===== config.mk =====
export PLATFORM = sky130hd
export DESIGN_NAME = fp32_dot_accum
export DESIGN_NICKNAME = d
export VERILOG_FILES = /design/src/rtl/fp32_pkg.sv /design/src/rtl/fp32add.sv /design/src/rtl/fp32_dot_accum.sv
export SDC_FILE = /design/constraint.sdc
export NUM_CORES = 1
export LEC_CHECK = 0
export ABC_AREA = 1
export CAP_MARGIN = 20
export CELL_PAD_IN_SITES_DETAIL_PLACEMENT = 1
export CELL_PAD_IN_SITES_GLOBAL_PLACEMENT = 2
export CORE_ASPECT_RATIO = 1.25
export CORE_MARGIN = 5
export CORE_UTILIZATION = 33
export DETAILED_ROUTE_END_ITERATION = 8
export GPL_ROUTABILITY_DRIVEN = 0
export PLACE_DENSITY_LB_ADDON = 0.1
export SYNTH_ARGS = -nofsm -noshare
export SYNTH_HDL_FRONTEND = slang
export SYNTH_SLANG_ARGS = --single-unit

===== constraint.sdc =====
create_clock -name clk -period 13.2 [get_ports clk]
set_clock_uncertainty 0.05 [all_clocks]
set_input_delay 1.98 -clock clk [delete_from_list [all_inputs] [get_ports clk]]
set_output_delay 1.98 -clock clk [all_outputs]
set_load 0.005 [all_outputs]

===== src/rtl/fp32_pkg.sv =====
// Shared fp32 field positions, constants and accumulator state encoding.
package fp32_pkg;

    localparam logic [31:0] FP32_ZERO = 32'h0;

    localparam int SIGN_BIT = 31;
    localparam int EXP_MSB  = 30;
    localparam int EXP_LSB  = 23;
    localparam int MAN_MSB  = 22;

    typedef enum logic [1:0] {
        IDLE  = 2'd0,
        ACCUM = 2'd1,
        DONE  = 2'd2
    } acc_state_t;

endpackage


===== src/rtl/fp32add.sv =====
// Combinational fp32 adder: align, add/subtract, normalise, truncate.
// Subnormal inputs are flushed to zero, results that underflow become +0,
// no NaN/Inf/overflow handling.
module fp32add
    import fp32_pkg::*;
(
    input  logic [31:0] a,
    input  logic [31:0] b,
    output logic [31:0] y
);

    logic        w_swap;
    logic [31:0] w_big;
    logic [31:0] w_sml;
    logic [7:0]  w_eb;
    logic [7:0]  w_es;
    logic [7:0]  w_d;
    logic [47:0] w_mb;
    logic [47:0] w_ms_raw;
    logic [47:0] w_ms;
    logic [48:0] w_sum;
    logic [5:0]  w_lead;
    logic [9:0]  w_exp_u;
    logic [48:0] w_norm;

    // Order operands by magnitude so the subtraction never goes negative
    // and the result sign is always the larger operand's sign.
    assign w_swap = b[EXP_MSB:0] > a[EXP_MSB:0];
    assign w_big  = w_swap ? b : a;
    assign w_sml  = w_swap ? a : b;
    assign w_eb   = w_big[EXP_MSB:EXP_LSB];
    assign w_es   = w_sml[EXP_MSB:EXP_LSB];
    assign w_d    = w_eb - w_es;

    // 24 extra low bits keep alignment exact for well-separated exponents.
    assign w_mb     = (w_eb != 8'd0) ? {1'b1, w_big[MAN_MSB:0], 24'b0} : 48'b0;
    assign w_ms_raw = (w_es != 8'd0) ? {1'b1, w_sml[MAN_MSB:0], 24'b0} : 48'b0;
    assign w_ms     = (w_d >= 8'd48) ? 48'b0 : (w_ms_raw >> w_d);

    assign w_sum = (w_big[SIGN_BIT] == w_sml[SIGN_BIT]) ? ({1'b0, w_mb} + {1'b0, w_ms})
                                                        : ({1'b0, w_mb} - {1'b0, w_ms});

    // Leading-one position of the raw sum; the highest set bit wins.
    always_comb begin
        w_lead = 6'd0;
        for (int i = 0; i < 49; i++) begin
            if (w_sum[i]) w_lead = 6'(i);
        end
    end

    // Hidden bit nominally sits at bit 47; shift so the leading one lands at 48.
    assign w_exp_u = {2'b0, w_eb} + {4'b0, w_lead};
    assign w_norm  = w_sum << (6'd48 - w_lead);

    // Pack, flushing zero sums and exponent underflow to +0.
    always_comb begin
        y = FP32_ZERO;
        if (w_sum != 49'b0 && w_exp_u > 10'd47) begin
            y = {w_big[SIGN_BIT], 8'(w_exp_u - 10'd47), w_norm[47:25]};
        end
    end

endmodule


===== src/rtl/fp32_dot_accum.sv =====
// Streams fp32 terms into a registered accumulator, one per cycle, and
// emits the vector sum on an output handshake. A new vector may start in
// the same cycle the previous result is taken.
module fp32_dot_accum
    import fp32_pkg::*;
#(
    parameter int LEN   = 4,
    parameter int CNT_W = $clog2(LEN + 1)
) (
    input  logic             clk,
    input  logic             rst,
    input  logic             in_valid,
    output logic             in_ready,
    input  logic [31:0]      in_data,
    input  logic             in_last,
    output logic             out_valid,
    input  logic             out_ready,
    output logic [31:0]      out_data,
    output logic [CNT_W-1:0] out_count,
    output logic             busy
);

    acc_state_t       r_state;
    acc_state_t       w_state_nxt;
    logic [31:0]      r_acc;
    logic [31:0]      w_acc_nxt;
    logic [CNT_W-1:0] r_count;
    logic [CNT_W-1:0] w_cnt_nxt;
    logic [CNT_W-1:0] w_cnt_inc;
    logic [31:0]      w_add;
    logic             w_accept;
    logic             w_load;

    // Zero operands and exact cancellation bypass the adder so those
    // cases give a clean result (+0 on cancel) independent of its rounding.
    function automatic logic [31:0] guard_add(input logic [31:0] a,
                                              input logic [31:0] b,
                                              input logic [31:0] sum);
        if (b[EXP_MSB:0] == 31'd0)                          return a;
        else if (a[EXP_MSB:0] == 31'd0)                     return b;
        else if (a[EXP_MSB:0] == b[EXP_MSB:0] &&
                 a[SIGN_BIT] != b[SIGN_BIT])                return FP32_ZERO;
        else                                                return sum;
    endfunction

    fp32add u_add (
        .a (r_acc),
        .b (in_data),
        .y (w_add)
    );

    assign in_ready  = (r_state != DONE) || out_ready;
    assign out_valid = (r_state == DONE);
    assign busy      = (r_state != IDLE);
    assign out_data  = r_acc;
    assign out_count = r_count;
    assign w_accept  = in_valid && in_ready;
    assign w_cnt_inc = r_count + CNT_W'(1);

    // Next-state: accumulate in ACCUM, start a vector from IDLE or straight
    // out of DONE when the result handshake and a new term coincide.
    always_comb begin
        w_state_nxt = r_state;
        w_acc_nxt   = r_acc;
        w_cnt_nxt   = r_count;
        w_load      = 1'b0;
        case (r_state)
            IDLE: begin
                if (w_accept) w_load = 1'b1;
            end
            ACCUM: begin
                if (w_accept) begin
                    w_acc_nxt = guard_add(r_acc, in_data, w_add);
                    w_cnt_nxt = w_cnt_inc;
                    if (in_last || w_cnt_inc == CNT_W'(LEN)) w_state_nxt = DONE;
                end
            end
            DONE: begin
                if (out_ready) begin
                    if (w_accept) w_load = 1'b1;
                    else          w_state_nxt = IDLE;
                end
            end
            default: w_state_nxt = IDLE;
        endcase
        if (w_load) begin
            w_acc_nxt   = in_data;
            w_cnt_nxt   = CNT_W'(1);
            w_state_nxt = (in_last || LEN == 1) ? DONE : ACCUM;
        end
    end

    // State, accumulator and count registers; reset drops any partial result.
    always_ff @(posedge clk) begin
        if (rst) begin
            r_state <= IDLE;
            r_acc   <= FP32_ZERO;
            r_count <= '0;
        end else begin
            r_state <= w_state_nxt;
            r_acc   <= w_acc_nxt;
            r_count <= w_cnt_nxt;
        end
    end

endmodule


==> results of run 1 <==
registers in the layout, summed over array words and instances (netlist names):
| register | count |
|---|---|
| r_state | 2 |
| out_data | 32 |
| out_count | 3 |
routing by layer:
metal | track usage [%] | up-vias | share of wire (%)
met1 | 36.9 | 7941 | 41
li1 | - | 7820 | -
met4 | 16.1 | 0 | 7.1
met3 | 1.85 | 163 | 4.4
met2 | 51.1 | 503 | 47
met5 | 0 | - | 0
timing repair:
action | 4_1_cts | 5_1_grt
setup buffers | 0 | 22
setup endpoints to repair | 25 | 32
gates cloned | 0 | 5
gates resized for setup | 6 | 207
pin swaps | 0 | 71
per-stage QoR:
step	setup WS (ns)	utilization, %	cell area (um2)	cells
floorplan	0.866	-	12400	2222
global placement	-0.189	38.2	14200	2830
CTS	0.0578	38.7	14400	2838
detailed placement	-0.398	38.3	14200	2831
finish	0.470	41.9	15600	2865
global route	-0.333	41.9	15600	2865
final timing paths:
path,start,end,slack [ns],cells after the start
worst max-delay path,in_data[9],out_data[3]$_SDFFE_PP0P_,0.47,88
worst min-delay path,out_count[2]$_SDFFE_PP0P_,out_count[2]$_SDFFE_PP0P_,0.44,2
worst max register to register,out_data[13]$_SDFFE_PP0P_,out_data[3]$_SDFFE_PP0P_,1.79,88
worst min register to register,out_count[2]$_SDFFE_PP0P_,out_count[2]$_SDFFE_PP0P_,0.44,2
critical path: cells and delay by family:
kind	cells	cell delay [ns]
adder cells (fa/ha/maj)	5	1.39
XOR/XNOR	2	0.34
AO/OA/AOI/OAI	8	1.11
buffers and inverters	13	1.65
AND/OR/NAND/NOR	60	6.36
final cells by class:
class	instances	area (um2)	share of cell area, %
flip-flops and latches	37	741	4.75
clock buffers	7	143	0.915
multi-input cells	1824	10800	69.3
inverters	252	960	6.16
well taps	486	608	3.90
repair buffers	259	2330	15.0
logic make-up (layout without fill, tap and decap cells):
| kind of cell | Yosys count | after routing | share of synthesized area (%) |
|---|---|---|---|
| AO/OA/AOI/OAI | 296 | 296 | 14.1 |
| XOR/XNOR | 71 | 71 | 5.25 |
| adder cells (fa/ha/maj) | 69 | 69 | 7.08 |
| buffers and inverters | 363 | 518 | 14.4 |
| flip-flops | 37 | 37 | 5.97 |
| multiplexers | 2 | 2 | 0.161 |
| AND/OR/NAND/NOR | 1384 | 1386 | 53.1 |
cells in the final DEF, fill, tap and decap left out, types with 19 or more instances in the layout:
cell / count
a211oi_1: 24
a21oi_1: 104
a21oi_2: 26
buf_4: 167
clkdlybuf4s50_1: 59
dfxtp_1: 37
ha_1: 49
inv_1: 219
inv_2: 26
nand2_1: 490
nand2_2: 47
nand3_1: 486
nand3_2: 98
nand4_1: 19
nor2_1: 125
nor3_1: 26
nor4_1: 20
o21ai_0: 74
xor2_1: 51
==> flow_summary_export.csv, run 1 <==
group,metric,value,unit
timing,final_hold_viol_count,0,
timing,min_period_over_period,96.4,%
setup_path,timing.critical_path.arrival,12.89,ns
clock_tree,clock_sinks,37,
global_route,grt.overflow.total,0,
final_layout,final_net_count,2485,
drt,drc_errors,0,
yosys,async_reset_ff_share,0,%
timing,worst_pin_slew,0.867,ns
floorplanning,number_of_rows_in_the_core_area,79,
yosys,post_syn_area_per_cell,5.59,um2
setup_path,timing.critical_path.fanout_max,7,
yosys,yosys.area.top_type_share,21.9,%
place,hpwlAfterDp,52800,um
clock_tree,post_cts_hold_buffer_count,0,
global_route,antenna_found_initial,0,
timing,final_period_minus_worst_setup_slack,12.73,ns
floorplanning,io-pin-count,75,
clock_tree,cts.reportedPaths.clkPinSlew,0.06,ns
yosys,synth_edf_count,0,
place,io_buffers,74,
setup_path,setup.worst_path.class,"primary input to flop",
floorplanning,die-height,227,um
global_route,pin_count_of_the_biggest_net_entering_global_routing,58,
yosys,netlist_area,0.0124,mm2
yosys,syn-num-nets,2328,
floorplanning,die-width,183,um
drt,drt_pre_antenna_iters,5,
timing,setup_total_negative_slack,0,ns
setup_path,path_common_cell,"nand2_2",
yosys,synth.yosys.seq_area_share,5.97,%
global_route,track_usage,29.6,%
setup_path,cpMaxStageDelayCell,"clkdlybuf4s50_1",
setup_path,worstSetupStartpointType,"primary input",
drt,wire_per_inst,23.0,um
yosys,netlist-cell-type-count,66,
yosys,ys_top_cells_by_area,"nand3_1 (22%), nand2_1 (16%), inv_1 (6.8%), ha_1 (6.8%), dfxtp_1 (6.0%)",
timing,timing.slew.headroom,41.9,%
clock_tree,clockRootBuffer,"clkbuf_16",
global_route,grt_first_pass_wirelength,95500,um
clock_tree,tritoncts_clock_tree,"done",
timing,timing.hold.ws,0.443,ns
yosys,yosys_warnings,0,
clock_tree,clockBufferDepth,2,
yosys,cells_after_synthesis,2222,
yosys,netlist.top_cell.by_area,"nand3_1",
setup_path,cp-end-kind,"flop",
floorplanning,die_area,0.0416,mm2
status,status,"finished, final reports clean",
floorplanning,initial_core_util,33.4,%
final_layout,post_route_cells_drive_above_1_share,21.2,%
yosys,postSynthRegisterBits,37,
final_layout,num_antenna_cells,0,
setup_path,cp_data_required_time,13.36,ns
timing,max_clock_freq,0.0786,GHz
floorplanning,coreArea,0.0372,mm2
final_layout,fillerInstances,5150,
drt,drt-total-wl,65900,um
setup_path,worst_path_largest_cell_delay,0.43,ns
clock_tree,number_of_buffers_created_by_cts,5,
yosys,synthTopCellsByCount,"nand3_1 (544), nand2_1 (517), inv_1 (224)",
drt,vias,16400,
hold_path,min-delay-path-class,"flop to flop",
yosys,top_ff_cell_synth,"dfxtp_1",
timing,setup_viol,0,
global_route,via_count_of_the_first_global_routing_pass,16200,
final_layout,area_growth,25.6,%
drt,drt_iter0_markers,1072,
clock_tree,clkLatencyLatePin,0.29,ns
drt,drt.antenna.violating_nets,0,
clock_tree,h-tree-depth,2,
run,maxCapViolations,0,
yosys,post-synth-top-count-cell,"nand3_1",
timing,unrepaired_setup_endpoints_after_global_routing,"yes",
timing,final_number_of_max_transition_violations,0,
drt,route.detailed.vias_per_inst,5.73,
Power of run 1 is not shown: default switching activity piles up to over one toggle a cycle in this logic, so the estimate is an artifact.
==> run 2: changes to the inputs <==
==> constraint.sdc (replaced) <==
create_clock -name clk -period 13.2 [get_ports clk]
set_clock_uncertainty 0.05 [all_clocks]
set_input_delay 3.3 -clock clk [delete_from_list [all_inputs] [get_ports clk]]
set_output_delay 3.3 -clock clk [all_outputs]
set_load 0.005 [all_outputs]
==> run 2 against run 1 <==
  * The run now ends with setup timing left
  * Register-to-register slack worse by 0.21 ns
  * Via count grew 14%
  * Wire length grew 15%
  * Clock-buffer cell count is 2 lower
  * Sequential share of layout area decreased by 0.99 points
  * Hold slack improved by 0.020 ns
  * Critical endpoint unchanged
  * Highest routed layer unchanged
==> flow_summary_export.csv, run 2 (same netlist as run 1, synthesis figures left out) <==
group,metric,value,unit
timing,timing.slew.headroom,35.3,%
setup_path,worstSetupStartpointType,"primary input",
timing,unrepaired_setup_endpoints_after_global_routing,"yes",
timing,final_hold_viol_count,0,
clock_tree,h-tree-depth,2,
final_layout,final_cell_mix,"buf_4 (531), nand2_1 (451), nand3_1 (445), inv_1 (201), nand3_2 (117)",
clock_tree,number_of_buffers_created_by_cts,5,
drt,route.detailed.vias_per_inst,5.75,
setup_path,setup.worst_path.class,"primary input to flop",
timing,min_period_over_period,106,%
floorplanning,initial_core_util,33.4,%
drt,wire_per_inst,23.3,um
setup_path,worst_path_largest_cell_delay,0.40,ns
timing,final_number_of_max_transition_violations,0,
drt,drt_pre_antenna_iters,5,
global_route,track_usage,33.6,%
drt,drt-total-wl,76100,um
run,maxCapViolations,0,
floorplanning,number_of_rows_in_the_core_area,79,
clock_tree,clkLatencyLatePin,0.29,ns
drt,drt_iter0_markers,1391,
floorplanning,die_area,0.0416,mm2
clock_tree,clockRootBuffer,"clkbuf_16",
timing,layout_setup_ws,-0.811,ns
floorplanning,coreArea,0.0372,mm2
drt,drc_errors,0,
final_layout,final_net_count,2878,
final_layout,fillerInstances,4996,
setup_path,cpMaxStageDelayCell,"ha_1",
global_route,pin_count_of_the_biggest_net_entering_global_routing,52,
global_route,antenna_found_initial,0,
setup_path,timing.critical_path.arrival,14.18,ns
timing,worst_pin_slew,0.965,ns
timing,final_period_minus_worst_setup_slack,14.01,ns
clock_tree,cts.reportedPaths.clkPinSlew,0.07,ns
final_layout,layout_commonest_cell,"buf_4",
place,placement.setup.worst_slack,-1.41,ns
global_route,grt.overflow.total,0,
final_layout,num_antenna_cells,0,
drt,drt.antenna.violating_nets,0,
place,io_buffers,74,
global_route,via_count_of_the_first_global_routing_pass,19100,
floorplanning,io-pin-count,75,
setup_path,timing.critical_path.fanout_max,7,
hold_path,min-delay-path-class,"flop to flop",
drt,vias,18800,
final_layout,post_route_cells_drive_above_1_share,38.6,%
floorplanning,die-height,227,um
timing,setup_viol,32,
clock_tree,clock_sinks,37,
setup_path,cp-end-kind,"flop",
floorplanning,die-width,183,um
final_layout,area_growth,58.6,%
clock_tree,tritoncts_clock_tree,"done",
setup_path,cp_data_required_time,13.37,ns
clock_tree,clockBufferDepth,2,
status,status,"finished, violations left",
timing,max_clock_freq,0.0714,GHz
status,violated_checks,"setup timing",
setup_path,path_common_cell,"nand3_2",
global_route,grt_first_pass_wirelength,110000,um
place,hpwlAfterDp,56000,um
final_layout,largest_register_ff_count,32,
-- run 2: cell count changes in the layout (fill, tap and decap cells not counted), sizes merged, moves of 3 or more --
| cell | previous run | this run |
|---|---|---|
| dlymetal6s2s | 15 | 0 |
| clkbuf | 9 | 14 |
| dlygate4sd2 | 0 | 3 |
| clkdlybuf4s50 | 59 | 43 |
| buf | 183 | 586 |
| clkdlybuf4s15 | 0 | 8 |
-- run 2: layer usage --
metal	wire (um)	track usage (%)	vias to the layer above
met4	6660	22.3	0
met1	29700	40.3	9119
met3	3570	2.21	289
li1	-	-	8612
met2	36200	57.6	734
met5	0	0	-
-- run 2: what timing repair did --
item                       4_1_cts  5_1_grt
cloned                           7        3
gates resized for setup        343      182
hold buffers                     0        0
pin swaps                      113      129
setup buffers                  119       33
setup endpoints to repair       32       32
-- run 2: stage by stage --
step | cells | hold slack (ns) | TNS, ns | util, % | area [um2]
3_3_place_gp | 3094 | 0.429 | -28.07 | 44.0 | 16400
3_5_place_dp | 3095 | 0.453 | -41.68 | 44.1 | 16400
5_1_grt | 3259 | 0.483 | -44.95 | 53.0 | 19700
6_report | 3259 | 0.463 | -24.00 | 53.0 | 19700
4_1_cts | 3228 | 0.463 | 0 | 50.6 | 18800
2_1_floorplan | 2222 | 0.416 | 0 | - | 12500
-- run 2: worst paths after layout --
| check | endpoint | slack (ns) | startpoint | cells after the start |
|---|---|---|---|---|
| worst max register to register | out_data[3]$_SDFFE_PP0P_ | 1.58 | out_data[20]$_SDFFE_PP0P_ | 85 |
| worst min-delay path | out_count[2]$_SDFFE_PP0P_ | 0.46 | out_count[2]$_SDFFE_PP0P_ | 2 |
| worst min register to register | out_count[2]$_SDFFE_PP0P_ | 0.46 | out_count[2]$_SDFFE_PP0P_ | 2 |
| worst max-delay path | out_data[3]$_SDFFE_PP0P_ | -0.81 | in_data[2] | 88 |
-- run 2: area by class of cell --
cell class	instances	area, um2	area share [%]
timing repair buffer	649	5360	27.2
multi-input combinational	1826	11800	60.1
timing repair inverter	1	7.51	0.0381
clock buffer	5	125	0.635
tap	486	608	3.09
sequential	37	741	3.76
clock inverter	3	43.8	0.222
inverter	252	962	4.89
-- run 2: critical path: cells and delay by family --
| kind | cells | cell delay (ns) |
|---|---|---|
| xor+xnor | 2 | 0.37 |
| buf+inv | 11 | 1.27 |
| compound gates | 11 | 1.38 |
| simple gates | 59 | 6.36 |
| fa+ha+maj | 5 | 1.43 |
Power of run 2 is left out for the same reason.
